## config.mk

```make
export PLATFORM = sky130hd
export DESIGN_NAME = hex_word_entry
export DESIGN_NICKNAME = d
export VERILOG_FILES = /design/src/rtl/hex_entry_pkg.sv /design/src/rtl/hex_word_entry.sv
export SDC_FILE = /design/constraint.sdc
export NUM_CORES = 1
export LEC_CHECK = 0
export CELL_PAD_IN_SITES_DETAIL_PLACEMENT = 1
export CELL_PAD_IN_SITES_GLOBAL_PLACEMENT = 2
export CORE_MARGIN = 5
export CORE_UTILIZATION = 31
export DETAILED_ROUTE_END_ITERATION = 10
export GPL_TIMING_DRIVEN = 1
export HOLD_SLACK_MARGIN = 0.02
export PLACE_DENSITY = 0.86
export RECOVER_POWER = 25
export SYNTH_ARGS = -nofsm -noshare
export SYNTH_HDL_FRONTEND = slang
export SYNTH_SLANG_ARGS = --single-unit
```

## constraint.sdc

```tcl
create_clock -name clk -period 1.9 [get_ports clk]
set_input_delay 0.19 -clock clk [delete_from_list [all_inputs] [get_ports clk]]
set_output_delay 0.19 -clock clk [all_outputs]
set_load 0.01 [all_outputs]
```

## src/rtl/hex_entry_pkg.sv

```systemverilog
// Shared key codes and FSM state type for the hex word entry block.
// No logic lives here.
// Imported by the entry FSM and by anything that drives its key port.
package hex_entry_pkg;

   // Key codes above the hex digits; codes 19-31 are reserved and ignored.
   localparam logic [4:0] KEY_BACKSPACE = 5'd16;
   localparam logic [4:0] KEY_ENTER     = 5'd17;
   localparam logic [4:0] KEY_CLEAR     = 5'd18;

   typedef enum logic {
      ST_IDLE  = 1'b0,
      ST_WRITE = 1'b1
   } state_e;

endpackage

```

## src/rtl/hex_word_entry.sv

```systemverilog
// Builds a word from hex key strokes and writes it to word memory at an auto-incrementing pointer.
// Latency: every key takes effect on the next clock; ENTER raises wr_req on the next clock.
// Backpressure: wr_req is held until wr_ack; keys and load_addr arriving during WRITE are dropped.
module hex_word_entry
   import hex_entry_pkg::*;
#(
   parameter int DATA_WIDTH = 16,
   parameter int ADDR_WIDTH = 8
) (
   input  logic                                clk,
   input  logic                                reset,
   input  logic                                key_valid,
   input  logic [4:0]                          key_code,
   input  logic                                load_addr,
   input  logic [ADDR_WIDTH-1:0]               start_addr,
   output logic                                wr_req,
   output logic [ADDR_WIDTH-1:0]               wr_addr,
   output logic [DATA_WIDTH-1:0]               wr_data,
   input  logic                                wr_ack,
   output logic [DATA_WIDTH-1:0]               entry_word,
   output logic [$clog2(DATA_WIDTH/4+1)-1:0]   digit_count,
   output logic                                busy
);

   localparam int HEX_DIGITS = DATA_WIDTH / 4;
   localparam int CNT_W      = $clog2(HEX_DIGITS + 1);

   state_e                state_q,   state_d;
   logic [DATA_WIDTH-1:0] entry_q,   entry_d;
   logic [CNT_W-1:0]      count_q,   count_d;
   logic [ADDR_WIDTH-1:0] ptr_q,     ptr_d;
   logic                  wr_req_q,  wr_req_d;
   logic [DATA_WIDTH-1:0] wr_data_q, wr_data_d;
   logic                  busy_q,    busy_d;

   // Codes 0-15 have bit 4 clear; everything else is a command or reserved.
   logic                  key_is_hex;
   logic [DATA_WIDTH-1:0] key_nibble;

   assign key_is_hex = ~key_code[4];
   assign key_nibble = {{(DATA_WIDTH-4){1'b0}}, key_code[3:0]};

   // Next-state logic: digit entry and editing in IDLE, wait for acknowledge in WRITE.
   always_comb begin
      state_d   = state_q;
      entry_d   = entry_q;
      count_d   = count_q;
      ptr_d     = ptr_q;
      wr_req_d  = wr_req_q;
      wr_data_d = wr_data_q;
      busy_d    = busy_q;

      case (state_q)
         ST_IDLE: begin
            // A pointer load wins over a key in the same cycle; the key is lost.
            if (load_addr) begin
               ptr_d = start_addr;
            end else if (key_valid) begin
               if (key_is_hex) begin
                  if (count_q < CNT_W'(HEX_DIGITS)) begin
                     entry_d = (entry_q << 4) | key_nibble;
                     count_d = count_q + CNT_W'(1);
                  end
               end else begin
                  case (key_code)
                     KEY_BACKSPACE: begin
                        if (count_q != '0) begin
                           entry_d = entry_q >> 4;
                           count_d = count_q - CNT_W'(1);
                        end
                     end
                     KEY_ENTER: begin
                        // An empty word is never written.
                        if (count_q != '0) begin
                           wr_data_d = entry_q;
                           wr_req_d  = 1'b1;
                           busy_d    = 1'b1;
                           state_d   = ST_WRITE;
                        end
                     end
                     KEY_CLEAR: begin
                        entry_d = '0;
                        count_d = '0;
                     end
                     default: begin
                        // reserved codes: no effect
                     end
                  endcase
               end
            end
         end

         ST_WRITE: begin
            // Request, address and data stay frozen until the memory acknowledges.
            if (wr_ack) begin
               wr_req_d = 1'b0;
               busy_d   = 1'b0;
               ptr_d    = ptr_q + ADDR_WIDTH'(1);
               entry_d  = '0;
               count_d  = '0;
               state_d  = ST_IDLE;
            end
         end

         default: begin
            state_d = ST_IDLE;
         end
      endcase
   end

   // State registers; reset clears everything at once, abandoning any pending write.
   always_ff @(posedge clk or posedge reset) begin
      if (reset) begin
         state_q   <= ST_IDLE;
         entry_q   <= '0;
         count_q   <= '0;
         ptr_q     <= '0;
         wr_req_q  <= 1'b0;
         wr_data_q <= '0;
         busy_q    <= 1'b0;
      end else begin
         state_q   <= state_d;
         entry_q   <= entry_d;
         count_q   <= count_d;
         ptr_q     <= ptr_d;
         wr_req_q  <= wr_req_d;
         wr_data_q <= wr_data_d;
         busy_q    <= busy_d;
      end
   end

   assign wr_req      = wr_req_q;
   assign wr_addr     = ptr_q;
   assign wr_data     = wr_data_q;
   assign entry_word  = entry_q;
   assign digit_count = count_q;
   assign busy        = busy_q;

endmodule

```

### Word level (Yosys, flattened, before mapping)

Cells that the tools add are included.

| word-level totals | value |
|---|---|
| register bits after elaboration | 45 |
| input bits | 18 |
| output and inout port bits | 45 |
| logic and storage cells | 64 |

| operators by class | value |
|---|---|
| $add $sub $neg | 3 |
| $lt $le $gt $ge | 1 |
| equal/unequal tests | 13 |
| muxes and demuxes | 33 |
| bitwise operators | 3 |
| reduce and logical (&&, ||, !) cells | 5 |

Operators with widths:

| operator | number |
|---|---|
| $mux 16 | 6 |
| $pmux 16 s2 | 2 |
| $mux 3 | 6 |
| $reduce_and 6->1 | 3 |
| $mux 8 | 2 |
| $or 16x4->16 | 1 |
| $pmux 8 s2 | 1 |
| $eq 5x5->1 const B | 3 |
| $mux 1 | 12 |
| $ne 2x2->1 const B | 6 |
| $pmux 3 s2 | 2 |
| $add 8x1->8 const B | 1 |
| $ne 4x2->1 const B | 1 |
| $ne 4x4->1 const B | 1 |
| $pmux 1 s2 | 2 |
| $add 3x1->3 const B | 1 |
| $lt 3x3->1 const B | 1 |
| $ne 3x3->1 const B | 1 |
| $reduce_bool 3->1 | 1 |
| $sub 3x1->3 const B | 1 |
| $ne 2x1->1 const B | 1 |
| $not 1->1 | 2 |
| $reduce_and 2->1 | 1 |

### Logic depth before layout (Yosys ltp)

| logic depth | value |
|---|---|
| depth after elaboration | 7 |
| depth in mapped cells | 7 |
| gate-level depth less buffers | 6 |

### Least setup slack after synthesis

No wires, ideal clock.

| timing | value |
|---|---|
| path kind | register to register |
| start point | register count_q[0] (netlist: digit_count[0]) |
| end point | register wr_data_q[0] (netlist: wr_data[0]) |
| setup time | 0.125 ns |
| arrival time | 1.710 ns |
| data required time | 1.775 ns |
| slack | 0.065 ns |
| stages on the path, launching flop included | 8 |
| buffers on the path | 1 |
| clock period less this slack | 1.835 ns |
| cells stage by stage | dfrtp_1 > inv_1 > ha_1 > nand2b_1 > nor4b_4 > nand4_4 > buf_6 > mux2_4 |

| between the ends | value |
|---|---|
| cells in the longest elaborated chain, start to end | 2 |

Ends and longest elaborated chain:

| what | line | text |
|---|---|---|
| from (decl) | hex_word_entry.sv:30 | `logic [CNT_W-1:0] count_q, count_d;` |
| from (signal assigned) | hex_word_entry.sv:124 | `count_q <= count_d;` |
| $reduce_bool 3->1 | hex_word_entry.sv:74 | `if (count_q != '0) begin` |
| $reduce_and 6->1 (no line) | n/a |  |
| to (signal assigned) | hex_word_entry.sv:127 | `wr_data_q <= wr_data_d;` |
| to (decl) | hex_word_entry.sv:33 | `logic [DATA_WIDTH-1:0] wr_data_q, wr_data_d;` |

Every way passes these cells.
A chain may end at the register's enable or synchronous reset.

### Final worst setup path

| timing | value |
|---|---|
| start point | register count_q[1] (netlist: digit_count[1]) |
| end point | register wr_data_q[0] (netlist: wr_data[0]) |

Same word-level chain as after synthesis.

==> run_results.csv <==
group,metric,value,unit
outcome,outcome,"complete, no violations",
setup_path,crit_path_start_kind,"register",
synthesis,synth_nets,204,
synthesis,yosysTopAreaCellShare,49.50,%
setup_path,path_class,"reg2reg",
routing,first_pass_iters,4,
routing,wl_per_cell,16.02,um
setup_path,required,2.10,ns
power_and_ir_drop,power.leakage,1.480,nW
die,core-area,7214,um2
synthesis,synthCells,182,
timing,hold_ws,0.4834,ns
timing,setup_ws,0.07689,ns
placed_design,globalplace.congestion,0.7302,
die,chipHeight,95.66,um
die,rows,31,
worst_hold_path,worstHoldPathType,"in2reg",
synthesis,synth-edff-count,0,
synthesis,syn-cell-area,2275,um2
global_route,grtUsageTotal,13.62,%
clocking,clockBufferDepth,2,
timing,fmax,548.5,MHz
routing,drt_iter0_drc,66,
synthesis,synth.ff_latch_count,45,
power_and_ir_drop,power_density,1137,nW/um2
synthesis,synth_simple_gate_area_share,13.48,%
global_route,grt_max_degree,46,
die,start_util,31.53,%
global_route,grt_overflow,0,
synthesis,synth-compound-area-share,12.54,%
die,die_x,95.66,um
timing,maxSlewViolCount,0,
clocking,numClockSinks,45,
synthesis,synthArstFlopShare,100.0,%
synthesis,ys.flop_type,"dfrtp_1",
placed_design,pre_cts_ws,-0.2649,ns
power_and_ir_drop,peakVddDrop,399.9,uV
synthesis,synth-adder-area-share,2.200,%
timing,worstMarginPinSlew,1.158,ns
die,die-area,9151,um2
timing,hold_viol,0,
placed_design,place.detailed.hpwl,4347,um
setup_path,path_cells,"inv_2 > ha_1 > nand2b_1 > nor4b_4 > nand4_4 > buf_8 > mux2_4",
clocking,cts_root_buf,"clkbuf_8",
timing,maxSlewHeadroom,22.80,%
timing,skew,0.004802,ns
setup_path,end_kind,"register",
setup_path,arrival,2.02,ns
die,io_pins,63,
timing,fin_crit,1.823,ns
finish,final_nets,294,
clocking,cts_made_buffers,5,
setup_path,worstPathMaxFanout,8,
finish,final_cell_mix,"61 x clkdlybuf4s50_1, 45 x dfrtp_1, 24 x buf_4, 17 x mux2_2, 16 x nand2_1",
routing,route.vias.total,1771,
finish,diodes,0,
synthesis,avgSynthCellArea,12.50,um2
synthesis,synthMuxAreaShare,18.76,%
setup_path,cp_top_family,"simple AND/OR/NAND/NOR gates",
synthesis,seq_area_frac_synth,49.50,%
routing,finalWirelength,5960,um
setup_path,cp_num_buf_inv,2,
synthesis,yosysTopAreaCell,"dfrtp_1",
setup_path,cp_slowest_cell,"dfrtp_1",
timing,fin_crit_sh,95.95,%
timing,final-setup-viol-count,0,
global_route,antenna_found_initial,0,
finish,final_common_cell,"clkdlybuf4s50_1",
clocking,clk_latency,0.30,ns
global_route,grt_pass1_vias,1809,
clocking,cts_tree,"done",
routing,antenna_left,0,
clocking,htreeDepth,2,
clocking,clk_pin_slew,0.09,ns
synthesis,synth_top_family_by_area,"multiplexers",
finish,syn2layout_area_growth,45.54,%
finish,drive_gt1_share,28.57,%
synthesis,synth_cell_types,36,
global_route,grt_pass1_wl,9528,um
synthesis,synth_xor_area_share,0,%
synthesis,synth_area_leaders,"dfrtp_1 50%, mux2_2 8.4%, mux2_4 7.3%",
synthesis,yosys_warnings,0,
flow_run,maxCapViolations,0,
setup_path,critical_path.max_stage_delay,0.40,ns
routing,viasPerCell,4.761,
routing,remaining_drc_errors,0,
placed_design,port_buffers,62,
finish,final_util,45.89,%
finish,num-fill-cells,798,
synth_stat cells, types with 3 or more instances:
| master | count |
|---|---|
| buf_6 | 3 |
| a21oi_1 | 6 |
| dfrtp_1 | 45 |
| inv_1 | 7 |
| nand2_1 | 16 |
| mux2_4 | 11 |
| nand2b_1 | 3 |
| nand4_1 | 3 |
| o21ai_0 | 4 |
| nand3_1 | 6 |
| mux2_2 | 17 |
| ha_1 | 4 |
| a22o_1 | 13 |
| o221a_2 | 4 |
| nor2_1 | 9 |
| mux2i_1 | 7 |
layout make-up:
class	instances	area (um2)	area share, %
Tap cell	99	123.9	3.741
Clock inverter	2	38.79	1.172
Clock buffer	6	72.57	2.192
Multi-Input combinational cell	123	1071	32.35
Sequential cell	45	1126	34.01
Timing Repair Buffer	90	852.1	25.74
Inverter	7	26.28	0.7936
kinds of logic after synthesis:
kind of cell               after synthesis
adders and majority gates                4
DFF                                     45
AOI/OAI and AO/OA                       34
buffers and inverters                   14
and+or+nand+nor                         50
muxes                                   35
metal layers:
metal	vias to the layer above	routed length, um	GRT usage [%]
li1	845	-	-
met1	885	2737	18.86
met2	34	2860	20.56
met3	7	264	3.315
met4	0	97	4.976
met5	-	0	0
tightest hold or removal path, cell delays in order:
cell             delay, ns
clkdlybuf4s50_1       0.40
nand3b_1              0.08
nand3_1               0.07
final timing paths:
check / from / end / slack (ns) / depth (start not counted)
setup / recovery: digit_count[1]$_DFFE_PP0P_ / wr_data[0]$_DFFE_PP0P_ / 0.08 / 7
setup reg to reg: digit_count[1]$_DFFE_PP0P_ / wr_data[0]$_DFFE_PP0P_ / 0.08 / 7
hold reg to reg: wr_data[13]$_DFFE_PP0P_ / wr_data[13]$_DFFE_PP0P_ / 0.51 / 1
max in group asynchronous: reset / entry_word[14]$_DFFE_PP0P_ / 0.50 / 3
hold / removal: start_addr[1] / wr_addr[1]$_DFFE_PP0P_ / 0.48 / 3
min in group asynchronous: reset / wr_data[7]$_DFFE_PP0P_ / 0.68 / 3
registers in the layout, summed over array words and instances, names as in the netlist:
| register | cells |
|---|---|
| wr_data | 16 |
| wr_addr | 8 |
| entry_word | 16 |
| state_q | 1 |
| digit_count | 3 |
| busy | 1 |
power by group:
group,switching [mW],internal (mW),total (mW)
clock,0.355,0.395,0.750
combinational,0.554,0.933,1.49
sequential,0.304,1.22,1.53
stage by stage:
step	instances	setup TNS (ns)	cell area [um2]	total power [mW]
after floorplan	182	0	2275	2.153
after global placement	360	-6.480	3158	2.949
after detailed placement	360	-6.696	3158	2.999
after CTS	369	0	3277	3.785
after global routing	372	-0.04347	3311	3.986
final	372	0	3311	3.763
what timing repair did:
action / 4_1_cts / 5_1_grt
endpoints found under the setup margin: 4 / 23
hold buffers: 0 / 0
buffers inserted: 1 / 3
pin swaps: 1 / 2
resized for setup: 0 / 5
No activity file was read; power rests on OpenSTA's default activity.
